`config.mk`:
```
export PLATFORM = sky130hd
export DESIGN_NAME = id4s_core
export DESIGN_NICKNAME = d
export VERILOG_FILES = /design/src/rtl/id4s_pkg.sv /design/src/rtl/id4s_lane.sv /design/src/rtl/id4s_core.sv
export SDC_FILE = /design/constraint.sdc
export NUM_CORES = 1
export LEC_CHECK = 0
export CAP_MARGIN = 30
export CORE_AREA = 2 2 39 41
export DETAILED_ROUTE_END_ITERATION = 8
export DIE_AREA = 0 0 41 43
export PLACE_DENSITY = 0.64
export SLEW_MARGIN = 20
export SYNTH_ARGS = -nofsm -noshare
export SYNTH_HDL_FRONTEND = slang
export SYNTH_HIERARCHICAL = 1
export SYNTH_SLANG_ARGS = --single-unit
```
`constraint.sdc`:
```
create_clock -name GCLK_Pad -period 0.8 [get_ports GCLK_Pad]
set_input_delay 0.2 -clock GCLK_Pad [delete_from_list [all_inputs] [get_ports GCLK_Pad]]
set_output_delay 0.2 -clock GCLK_Pad [all_outputs]
set_load 0.05 [all_outputs]
```
`src/rtl/id4s_pkg.sv`:
```
// Shared constants and types for the ID4s four-lane pulse array.
// Optional XNOR output mode is selected with ID4S_INVERT_R_EN.
package id4s_pkg;

    localparam int LANES = 4;
    localparam int R_EXTRA_LAT_MAX = 3;

    typedef logic [LANES-1:0] lane_vec_t;

endpackage

```
`src/rtl/id4s_lane.sv`:
```
// One ID4s lane: Q register, data/control delay lines and R register.
// ID4S_INVERT_R_EN selects XNOR for R and holds R at 0 until the pipe fills.
module id4s_lane
    import id4s_pkg::*;
#(
    parameter int R_EXTRA_LAT = 1
) (
    input  logic clk,
    input  logic rst_n,
    input  logic d,
    input  logic x,
    output logic q,
    output logic r
);

    if (R_EXTRA_LAT < 1 || R_EXTRA_LAT > R_EXTRA_LAT_MAX) begin : g_bad_lat
        $error("id4s_lane: R_EXTRA_LAT out of range");
    end

    // d_line[0] is the Q register; deeper taps carry data until R is due
    logic [R_EXTRA_LAT-1:0] d_line;
    logic [R_EXTRA_LAT-1:0] x_line;
    logic                   r_mix;

    assign q     = d_line[0];
    assign r_mix = d_line[R_EXTRA_LAT-1] ^ x_line[R_EXTRA_LAT-1];

    always_ff @(posedge clk or negedge rst_n) begin
        if (!rst_n) begin
            d_line <= '0;
            x_line <= '0;
        end else begin
            d_line[0] <= d;
            x_line[0] <= x;
            for (int i = 1; i < R_EXTRA_LAT; i++) begin
                d_line[i] <= d_line[i-1];
                x_line[i] <= x_line[i-1];
            end
        end
    end

`ifdef ID4S_INVERT_R_EN
    localparam logic [1:0] FILL_MAX = 2'(R_EXTRA_LAT);

    // Counts edges since reset release; R is meaningful once the taps hold real samples
    logic [1:0] fill;

    always_ff @(posedge clk or negedge rst_n) begin
        if (!rst_n) begin
            fill <= '0;
            r    <= 1'b0;
        end else begin
            if (fill < FILL_MAX) begin
                fill <= fill + 2'd1;
            end
            r <= (fill >= FILL_MAX) ? ~r_mix : 1'b0;
        end
    end
`else
    always_ff @(posedge clk or negedge rst_n) begin
        if (!rst_n) begin
            r <= 1'b0;
        end else begin
            r <= r_mix;
        end
    end
`endif

endmodule

```
`src/rtl/id4s_core.sv`:
```
// ID4s macro top: packs pad bits into lane vectors and instantiates the lanes.
// Optional XNOR output mode is selected with ID4S_INVERT_R_EN.
module id4s_core
    import id4s_pkg::*;
#(
    parameter int R_EXTRA_LAT = 1
) (
    input  logic GCLK_Pad,
    input  logic RSTN_Pad,
    input  logic D0_Pad,
    input  logic D1_Pad,
    input  logic D2_Pad,
    input  logic D3_Pad,
    input  logic X0_Pad,
    input  logic X1_Pad,
    input  logic X2_Pad,
    input  logic X3_Pad,
    output logic Q0_Pad,
    output logic Q1_Pad,
    output logic Q2_Pad,
    output logic Q3_Pad,
    output logic R0_Pad,
    output logic R1_Pad,
    output logic R2_Pad,
    output logic R3_Pad
);

    lane_vec_t d_vec;
    lane_vec_t x_vec;
    lane_vec_t q_vec;
    lane_vec_t r_vec;

    assign d_vec = {D3_Pad, D2_Pad, D1_Pad, D0_Pad};
    assign x_vec = {X3_Pad, X2_Pad, X1_Pad, X0_Pad};

    for (genvar i = 0; i < LANES; i++) begin : g_lane
        id4s_lane #(
            .R_EXTRA_LAT(R_EXTRA_LAT)
        ) u_lane (
            .clk  (GCLK_Pad),
            .rst_n(RSTN_Pad),
            .d    (d_vec[i]),
            .x    (x_vec[i]),
            .q    (q_vec[i]),
            .r    (r_vec[i])
        );
    end

    assign {Q3_Pad, Q2_Pad, Q1_Pad, Q0_Pad} = q_vec;
    assign {R3_Pad, R2_Pad, R1_Pad, R0_Pad} = r_vec;

endmodule

```
After elaboration in Yosys (flattened, before gate mapping)
Index checks and enable logic that the tools add are counted.
{ "classes": {"bitwise_logic": 4} }
{ "ops": {"columns": ["op", "n"], "rows": [
  ["bitwise XOR 1 bit", 4]
]} }
{ "word_totals": {"ff_bits": 12, "input_bits": 10, "wordCells": 16} }

Depth between registers and ports, before layout
{ "depth": {"depth_word": 1, "depth_mapped": 1, "ltp_nobuf": 1} }

Modules after synthesis
Netlist, hierarchy kept.
{ "by_module_without_submodules": {"columns": ["mod", "n_inst", "cells_each", "area_per_inst_um2", "seq_area_each_um2"], "rows": [
  ["id4s_lane", 4, 4, 83.8, 75.1]
]} }

Worst setup path before layout
Ideal clock, no wire load.
{ "synth_path": {"path_type": "reg-to-reg", "start": "reg g_lane[0].u_lane.d_line", "end": "reg g_lane[0].u_lane.r", "t_arrival_ns": 0.753, "slack_ns": -0.102, "path_stages_with_launch": 2, "n_path_buf": 0, "path_cell_list": "dfrtp_1 -> xor2_1"} }
{ "synth_via": {"elab_chain_cells": 1} }
{ "synth_lines": {"columns": ["element", "line_no", "source"], "rows": [
  ["from (decl)", "id4s_lane.sv:21", "logic [R_EXTRA_LAT-1:0] d_line;"],
  ["from (signal, indexed assignment)", "id4s_lane.sv:36", "d_line[i] <= d_line[i-1];"],
  ["bitwise XOR 1 bit", "id4s_lane.sv:26", "assign r_mix = d_line[R_EXTRA_LAT-1] ^ x_line[R_EXTRA_LAT-1];"],
  ["named net g_lane[0].u_lane.r_mix", "id4s_lane.sv:23", "logic r_mix;"],
  ["to (signal assigned)", "id4s_lane.sv:64", "r <= r_mix;"],
  ["to (decl)", "id4s_lane.sv:13", "output logic r"]
]} }
The timed path passes the listed nets, and every way through them passes these cells.

Worst setup path in the final report
{ "layout_path": {"start": "reg g_lane[1].u_lane.d_line", "end": "out Q1_Pad"} }
{ "layout_rtl": {"columns": ["element", "line_no", "source"], "rows": [
  ["from (decl)", "id4s_lane.sv:21", null],
  ["from (signal, indexed assignment)", "id4s_lane.sv:36", null],
  ["to (decl)", "id4s_core.sv:19", "output logic Q1_Pad,"]
]} }
No word-level cell between the ends.

==> flow_metrics.py <==
metrics = {
    "sta": {
        "setup_violations": 8,
        "fin_tns_setup_ps": -1760,
        "grt_setup_unrepaired": "true",
        "max_freq_ghz": 0.961,
        "slew_headroom_pct": 91.4,
        "slew_violations": 0,
        "period_share_pct": 130,
        "skew_ps": 0.491,
        "min_period_ps": 1040,
        "setup_ws_ps": -240,
        "hold_viol": 0,
        "tightest_slew_ps": 128,
        "worst_hold_slack_ps": 262,
    },
    "clocking": {
        "cts_tree": "done",
        "cts_sinks": 12,
        "worstSkewPairLatency_ps": 250,
        "numCtsBuffers": 3,
        "cts.path.max_buffers": 2,
        "htreeDepth": 1,
        "clk_pin_slew_worst_paths_ps": 60,
        "cts-root-buf": "clkbuf_4",
    },
    "synth": {
        "postSynthCellCount": 16,
        "syn_area_per_cell_um2": 21.0,
        "synth-seq-cells": 12,
        "synth_top_area_cell": "dfrtp_1",
        "syn_area_um2": 335,
        "synthTopCellsByArea": "dfrtp_1 (90%), xor2_1 (10%)",
        "netlist.area_leader.share_pct": 89.6,
        "synth_nets": 26,
        "yosysWarnings": 6,
        "ys_seq_area_share_pct": 89.6,
        "synth.distinct_cells": 2,
    },
    "setup_path": {
        "cp.required_ps": 600,
        "r2r_slack_ps": 0,
        "reg2reg_from": "g_lane[0].u_lane/q",
        "worstSetupPathType": "flip-flop to primary output",
        "cp-end-kind": "primary output",
        "max_stage_delay_ps": 430,
        "r2r_cells": 2,
        "cp_top_family": "flip-flops",
        "crit_arrival_ps": 840,
        "r2r_end": "g_lane[0].u_lane/r",
        "startpoint_type": "flip-flop",
        "cpMaxStageDelayCell": "dfrtp_2",
        "cp_num_buf_inv": 1,
        "crit_path_cell_trace": "buf_12",
        "cp_max_fo": 2,
    },
    "pwr": {
        "p_switching_uw": 344,
        "sequentialPowerShare_pct": 50.6,
        "power_leakage_uw": 0.000302,
        "pwr-share-comb_pct": 24.6,
        "p_per_area_mw_per_mm2": 1990,
        "p_sw_share_pct": 25.5,
        "p_int_uw": 1010,
        "pwr-share-clk_pct": 24.8,
        "irDropWorstVdd_mv": 0.904,
    },
    "die": {
        "die_h_um": 43,
        "die_w_um": 41,
        "rows": 14,
        "dieArea_mm2": 0.00176,
        "coreArea_mm2": 0.00138,
        "initial_core_util_pct": 24.2,
        "boundaryPins": 18,
    },
    "placement": {
        "place_congestion": 0.638,
        "dp_hpwl_um": 412,
        "io_buffers": 17,
    },
    "run": {
        "cap_violations": 0,
    },
    "global_routing": {
        "antenna_found_initial": 0,
        "grt_use_total_pct": 8.01,
        "grt_overflow_total": 0,
        "grt_max_degree": 13,
        "first_global_vias": 221,
        "grt_first_pass_wirelength_um": 862,
    },
    "detailed_routing": {
        "drcViolationCount": 0,
        "dr.pass1.iters": 2,
        "wl_met2_um": 274,
        "wl_met1_um": 146,
        "drt-wirelength-per-cell_um": 8.57,
        "first_iter_violations": 3,
        "wl_met3_um": 59,
        "ant_nets": 0,
        "route.vias.total": 208,
        "dr.max_layer_used": "met3",
        "vias_per_cell": 3.71,
        "drt_wl_total_um": 480,
    },
    "worst_hold_path": {
        "hold_path.class": "input pin to async pin",
    },
    "final_layout": {
        "antenna_cells": 0,
        "nets": 52,
        "drive_above_1_share_pct": 47.5,
        "multi_input_area_um2": 35.0,
        "nFillCells": 114,
        "final_core_util_pct": 49.1,
        "layout.area.seq_um2": 305,
        "syn2layout_area_growth_pct": 103,
    },
    "run_status": {
        "status": "finished, violations left",
        "violations": "negative setup slack",
    },
}
==> cell families (layout without fill, tap and decap cells) <==
logic type,count (synthesis),in the layout,synth area share (%)
flip-flops,12,12,89.6
buffers and inverters,0,24,0
XOR/XNOR,4,4,10.4
==> through the flow <==
stage / setup WS, ps / cells / total power, uW / cell area (um2)
CTS: -254 / 56 / 1380 / 679
detailed placement: 32.4 / 50 / 1020 / 631
global route: -276 / 56 / 1430 / 679
global placement: 40.4 / 50 / 1010 / 631
floorplan: -0.832 / 16 / 800 / 340
finish: -240 / 56 / 1350 / 679
==> what timing repair did <==
item | in CTS | in global routing
hold buffers | 0 | 0
setup buffers | 3 | 0
resized for setup | 1 | 0
gates cloned | 0 | 0
endpoints found under the setup margin | 8 | 11
==> worst max path at each step <==
stage | start | end | slack, ps | cells past startpoint
after floorplan | g_lane[0].u_lane/q | g_lane[0].u_lane/r | -0.8 | 1
after global placement | g_lane[3].u_lane/q | Q3_Pad | 40 | 1
after detailed placement | g_lane[3].u_lane/q | Q3_Pad | 30 | 1
after CTS | g_lane[2].u_lane/q | Q2_Pad | -250 | 1
after global routing | g_lane[1].u_lane/q | Q1_Pad | -280 | 1
final | g_lane[1].u_lane/q | Q1_Pad | -240 | 1
==> cells in the final DEF (no fill, tap or decap) <==
master | synthesis | final
buf_4 | 0 | 2
buf_6 | 0 | 1
xor2_1 | 4 | 4
dfrtp_1 | 12 | 8
clkdlybuf4s50_1 | 0 | 9
dfrtp_2 | 0 | 4
buf_12 | 0 | 9
clkbuf_4 | 0 | 3
==> layout make-up <==
| class | instances | area share [%] |
|---|---|---|
| clock buffer | 3 | 3.31 |
| multi-input combinational | 4 | 5.16 |
| sequential | 12 | 44.9 |
| timing repair buffer | 21 | 43.6 |
| tap | 16 | 2.95 |
==> cell usage after synthesis <==
master	n
dfrtp_1	12
xor2_1	4
==> registers in the layout, summed over array words and instances, names as in the netlist <==
register              flops
g_lane.u_lane/q           4
g_lane.u_lane/r           4
g_lane.u_lane/x_line      4
==> routing by layer <==
layer  track usage, %  vias up
met3             3.66        0
met1             8.30       99
met5                0        -
li1                 -       97
met4             8.00        0
met2             10.9       12
==> power groups by stage <==
stage	combinational, uW	sequential, uW	clock (uW)
after detailed placement	321	697	0
after floorplan	11.0	789	0
after global placement	319	694	0
after global routing	347	688	392
final	332	683	335
after CTS	336	684	356
(Power assumes the default switching activity.)
